`src/rtl/ponto_fixo_seq.sv`:
```
// ponto_fixo_seq: sequential signed Q(INT.FRAC) add/sub/mul unit.
// Define FIXED_SAT_EN to clamp results on overflow instead of wrapping.
module ponto_fixo_seq #(
    parameter int INT_BITS  = 4,
    parameter int FRAC_BITS = 4
) (
    input  logic                          clk,
    input  logic                          rst,
    input  logic                          in_valid,
    output logic                          in_ready,
    input  logic [INT_BITS+FRAC_BITS-1:0] a,
    input  logic [INT_BITS+FRAC_BITS-1:0] b,
    input  logic [1:0]                    op,
    output logic                          out_valid,
    input  logic                          out_ready,
    output logic [INT_BITS+FRAC_BITS-1:0] result,
    output logic                          overflow,
    output logic                          err
);
    localparam int W  = INT_BITS + FRAC_BITS;
    localparam int CW = $clog2(W);
    localparam logic [CW-1:0] LAST = CW'(W - 1);
    localparam logic [W-1:0] MAXV = {1'b0, {(W-1){1'b1}}};
    localparam logic [W-1:0] MINV = {1'b1, {(W-1){1'b0}}};

    typedef enum logic [1:0] {IDLE, MUL, DONE} state_t;

    state_t state_q, state_d;

    logic [W-1:0]   res_q;
    logic           ovf_q;
    logic           err_q;
    logic           neg_q;
    logic [CW-1:0]  cnt_q;
    logic [W-1:0]   mplier_q;
    logic [2*W-1:0] mcand_q;
    logic [2*W-1:0] acc_q;

    logic           sub;
    logic [W-1:0]   bx;
    logic [W:0]     sum_as;
    logic           cin_msb;
    logic           ovf_as;
    logic [W-1:0]   res_as;

    assign sub     = op[0];
    assign bx      = b ^ {W{sub}};
    assign sum_as  = {1'b0, a} + {1'b0, bx} + {{W{1'b0}}, sub};
    assign cin_msb = sum_as[W-1] ^ a[W-1] ^ bx[W-1];
    assign ovf_as  = sum_as[W] ^ cin_msb;

`ifdef FIXED_SAT_EN
    assign res_as = !ovf_as    ? sum_as[W-1:0] :
                    sum_as[W]  ? MINV : MAXV;
`else
    assign res_as = sum_as[W-1:0];
`endif

    logic [W-1:0]   mag_a;
    logic [W-1:0]   mag_b;
    logic [2*W-1:0] pp;
    logic [2*W-1:0] acc_nx;
    logic [2*W-1:0] mag_q;
    logic [2*W-1:0] sp;
    logic [INT_BITS:0] hi;
    logic           ovf_mul;
    logic [W-1:0]   res_mul;

    assign mag_a  = a[W-1] ? -a : a;
    assign mag_b  = b[W-1] ? -b : b;
    assign pp     = mplier_q[0] ? mcand_q : '0;
    assign acc_nx = acc_q + pp;
    // magnitude truncated before the sign is applied: rounds toward zero
    assign mag_q  = acc_nx >> FRAC_BITS;
    assign sp     = neg_q ? -mag_q : mag_q;
    assign hi     = sp[2*W-1:W-1];
    assign ovf_mul = !((&hi) || !(|hi));

`ifdef FIXED_SAT_EN
    assign res_mul = !ovf_mul ? sp[W-1:0] :
                     neg_q    ? MINV : MAXV;
`else
    assign res_mul = sp[W-1:0];
`endif

    always_ff @(posedge clk) begin
        if (rst) state_q <= IDLE;
        else     state_q <= state_d;
    end

    always_comb begin
        state_d   = state_q;
        in_ready  = 1'b0;
        out_valid = 1'b0;
        unique case (state_q)
            IDLE: begin
                in_ready = 1'b1;
                if (in_valid)
                    state_d = (op == 2'b10) ? MUL : DONE;
            end
            MUL: begin
                if (cnt_q == LAST) state_d = DONE;
            end
            DONE: begin
                out_valid = 1'b1;
                if (out_ready) state_d = IDLE;
            end
            default: state_d = IDLE;
        endcase
    end

    always_ff @(posedge clk) begin
        if (rst) begin
            res_q    <= '0;
            ovf_q    <= 1'b0;
            err_q    <= 1'b0;
            neg_q    <= 1'b0;
            cnt_q    <= '0;
            mplier_q <= '0;
            mcand_q  <= '0;
            acc_q    <= '0;
        end else begin
            unique case (state_q)
                IDLE: begin
                    if (in_valid) begin
                        unique case (op)
                            2'b00, 2'b01: begin
                                res_q <= res_as;
                                ovf_q <= ovf_as;
                                err_q <= 1'b0;
                            end
                            2'b10: begin
                                mcand_q  <= {{W{1'b0}}, mag_a};
                                mplier_q <= mag_b;
                                acc_q    <= '0;
                                cnt_q    <= '0;
                                neg_q    <= a[W-1] ^ b[W-1];
                                err_q    <= 1'b0;
                            end
                            default: begin
                                res_q <= '0;
                                ovf_q <= 1'b0;
                                err_q <= 1'b1;
                            end
                        endcase
                    end
                end
                MUL: begin
                    acc_q    <= acc_nx;
                    mcand_q  <= mcand_q << 1;
                    mplier_q <= mplier_q >> 1;
                    cnt_q    <= cnt_q + CW'(1);
                    if (cnt_q == LAST) begin
                        res_q <= res_mul;
                        ovf_q <= ovf_mul;
                    end
                end
                default: ;
            endcase
        end
    end

    assign result   = res_q;
    assign overflow = ovf_q;
    assign err      = err_q;

endmodule

```
`config.mk`:
```
export PLATFORM = sky130hd
export DESIGN_NAME = ponto_fixo_seq
export DESIGN_NICKNAME = d
export VERILOG_FILES = /design/src/rtl/ponto_fixo_seq.sv
export SDC_FILE = /design/constraint.sdc
export NUM_CORES = 1
export LEC_CHECK = 0
export BUFFER_PORTS_ARGS = -buffer_cell sky130_fd_sc_hd__buf_4
export CAP_MARGIN = 20
export CELL_PAD_IN_SITES_DETAIL_PLACEMENT = 1
export CELL_PAD_IN_SITES_GLOBAL_PLACEMENT = 2
export CORE_ASPECT_RATIO = 1.1
export CORE_UTILIZATION = 39
export DETAILED_ROUTE_END_ITERATION = 6
export PLACE_DENSITY = 0.86
export SLEW_MARGIN = 5
export SYNTH_ARGS = -nofsm -noshare
export SYNTH_HDL_FRONTEND = slang
export SYNTH_SLANG_ARGS = --single-unit
```
`constraint.sdc`:
```
create_clock -name clk -period 11.25 [get_ports clk]
set_clock_uncertainty 0.15 [all_clocks]
set_input_delay 2.25 -clock clk [delete_from_list [all_inputs] [get_ports clk]]
set_output_delay 2.25 -clock clk [all_outputs]
set_load 0.05 [all_outputs]
```
==> results.sh <==
export IMPL_outcome="complete, no violations"
export IMPL_cts_hold_buffers=0
export IMPL_final_hold_violation_count=0
export IMPL_start_util=0.402
export IMPL_rows=39
export IMPL_postPlaceCellArea_mm2=0.00454
export IMPL_avgViaCountPerCell=5.65
export IMPL_pwr_share_comb=0.208
export IMPL_drt_iter0_markers=102
export IMPL_clk_insertion_delay_late_ns=0.30
export IMPL_worst_path_most_repeated_cell="xnor2_1"
export IMPL_post_synth_num_cell_types=71
export IMPL_timing_reg2reg_worst_path_depth=12
export IMPL_ys_flop_type="dfxtp_1"
export IMPL_worst_setup_path_type="input port to flip-flop"
export IMPL_clkTransAtPathRegs_ns=0.08
export IMPL_grt_use_total=0.227
export IMPL_layout_min_cycle_time_ns=4.46
export IMPL_synth_top_area_cell="dfxtp_1"
export IMPL_routabilityCongestion=0.815
export IMPL_pin_count=34
export IMPL_hold_path_cell_count=2
export IMPL_crit_path_max_incr_delay_ns=0.40
export IMPL_clock_tree_from_tritoncts="built"
export IMPL_route_detailed_drc=0
export IMPL_slowest_stage_cell_crit_path="o41a_1"
export IMPL_max_capacitance_violation_count=0
export IMPL_dieArea_mm2=0.0112
export IMPL_ctsResizeCount=0
export IMPL_floorplan_die_width_um=101
export IMPL_cp_start_kind="input port"
export IMPL_synth_top_cell_area_share=0.267
export IMPL_die_h_um=111
export IMPL_synth_seq_cells=56
export IMPL_fmax_ghz=0.224
export IMPL_p_clk_frac=0.395
export IMPL_critical_path_cell_chain="buf_4 -> xor2_1 -> ha_1 -> a21oi_1 -> nor2b_1 -> o41a_1 -> o21a_1 -> nor2_1 -> xnor2_1 -> xnor2_1 -> o22ai_1 -> nand2b_1 -> o21ai_1"
export IMPL_worst_hold_path_type="flip-flop to flip-flop"
export IMPL_power_sequential_fraction=0.397
export IMPL_clk_root_buffer_cell="clkbuf_16"
export IMPL_worst_ep_required_time_ns=11.30
export IMPL_cts_root_to_sink_buffers=2
export IMPL_timing_final_crit_share=0.397
export IMPL_layout_drive_gt1_share=0.114
export IMPL_first_global_vias=4063
export IMPL_synth_top_cells_by_count="72 x nor2_1, 56 x dfxtp_1, 55 x nand2_1"
export IMPL_yosys_top_cells_area="dfxtp_1 27%, ha_1 8.0%, nor2_1 6.4%"
export IMPL_power_switching_w=0.000158
export IMPL_synthesis_area_mm2=0.00420
export IMPL_syn_avg_cell_area_um2=7.75
export IMPL_routed_wl_um=12200
export IMPL_detail_route_antenna_nets=0
export IMPL_synth_warning_count=0
export IMPL_worst_endpoint_arrival_ns=4.51
export IMPL_netlist_instances=542
export IMPL_switching_share=0.296
export IMPL_vias=3969
export IMPL_tritoncts_num_sinks=56
export IMPL_synthesis_nets=593
export IMPL_detail_route_first_pass_iterations=4
export IMPL_area_growth_synth_to_final_pct=12.8
export IMPL_synth_most_common_cell="nor2_1"
export IMPL_core_area_mm2=0.0104
export IMPL_worst_pin_slew_ns=0.912
export IMPL_grt_antenna_before_repair=0
export IMPL_cts_htree_levels=2
export IMPL_power_internal_w=0.000375
export IMPL_timing_max_slew_rel_slack=0.382
export IMPL_routed_wire_length_per_instance_um=17.4
export IMPL_power_ir_vdd_worst_mv=0.0610
export IMPL_grt_start_max_net_pins=58
export IMPL_fin_setup_tns_ns=0
export IMPL_numCtsBuffers=5
export IMPL_stdcell_area_mm2=0.00474
export IMPL_number_of_placed_cells_counting_well_taps=693
export IMPL_grt_overflow_total=0
export IMPL_power_density_mw_per_mm2=112
export IMPL_portBuffers=33
export IMPL_num_antenna_cells=0
export IMPL_number_of_post_cts_setup_repair_buffers=0
export IMPL_finalSetupViolCount=0
export IMPL_synth_edf_count=0
export IMPL_dpl_hpwl_um=8970
export IMPL_grt_setup_unrepaired="false"
export IMPL_nNetsFinal=609
export IMPL_first_pass_grt_wire_length_um=20100
export IMPL_category_of_the_worst_setup_path_capture_point="flip-flop"
export IMPL_finalNonFillerCells=702
export IMPL_finalHoldWorstSlack_ns=0.320
export IMPL_synth_seq_area_share=0.267
export IMPL_worstPathMaxFanout=12
export IMPL_fraction_of_synthesis_flops_using_an_asynchronous_set_or_reset_pin=0
export IMPL_slew_violations=0
export IMPL_design_power_total_w=0.000532
export IMPL_p_leak_nw=1.87
-- worst max-delay path, delay by kind of cell --
kind,cells,cell delay (ns)
compound gates,5,0.94
simple gates,3,0.29
fa+ha+maj,1,0.35
buf+inv,1,0.17
xor+xnor,3,0.51
-- layout make-up --
class / count / area, µm²
multi-input cells: 443 / 2910
flip-flops and latches: 56 / 1120
inverters: 13 / 48.8
repair buffers: 39 / 293
clock buffers: 5 / 125
fillers: 1346 / 5700
well taps: 143 / 179
clock inverters: 3 / 68.8
-- flip-flops by register name, summed over array words and instances (netlist names) --
| register | cells |
|---|---|
| acc_q | 16 |
| cnt_q | 3 |
| err | 1 |
| mcand_q | 16 |
| mplier_q | 8 |
| neg_q | 1 |
| overflow | 1 |
| result | 8 |
| state_q | 2 |
-- power by group through the flow --
stage | registers [W] | clock network (W) | logic [W]
after floorplan | 0.000224 | 0 | 0.0000659
after global placement | 0.000216 | 0 | 0.000107
after detailed placement | 0.000216 | 0 | 0.000111
after CTS | 0.000211 | 0.000214 | 0.000111
after global routing | 0.000212 | 0.000220 | 0.000120
final | 0.000211 | 0.000210 | 0.000111
-- layout by cell type, fill, tap and decap left out, drive strengths merged, types with 9 or more instances in the layout --
master and n:
nand2 55, nor2b 9, a22oi 9, buf 39
and2 18, o21ai 21, nand3 25, a21oi 45
xnor2 25, a211oi 12, nor2 72, inv 14
dfxtp 56, a221oi 9, ha 27, xor2 23
-- cells by family after synthesis --
group,share of synthesized area
AO/OA/AOI/OAI,0.240
XOR/XNOR,0.100
adder cells (fa/ha/maj),0.0899
buffers and inverters,0.0426
flip-flops,0.267
multiplexers,0.0146
AND/OR/NAND/NOR,0.246
-- metrics by stage --
step / util / worst slack, ns
global route: 0.454 / 6.66
floorplan: - / 6.54
CTS: 0.453 / 6.75
finish: 0.454 / 6.79
detailed placement: 0.435 / 6.44
global placement: 0.435 / 6.56
-- final timing paths --
check	startpoint	slack (ns)	to
max	op[0]	6.79	overflow
min	mcand_q[8]	0.32	mcand_q[9]
max reg2reg	mplier_q[0]	7.08	overflow
min reg2reg	mcand_q[8]	0.32	mcand_q[9]
-- routing by layer --
metal / wire, µm / track usage / up-vias
met5: 0 / 0 / -
met4: 187 / 0.0667 / 0
met3: 199 / 0.0296 / 13
met2: 6170 / 0.410 / 46
met1: 5640 / 0.278 / 1951
li1: - / - / 1959
(Power assumes the default switching activity.)
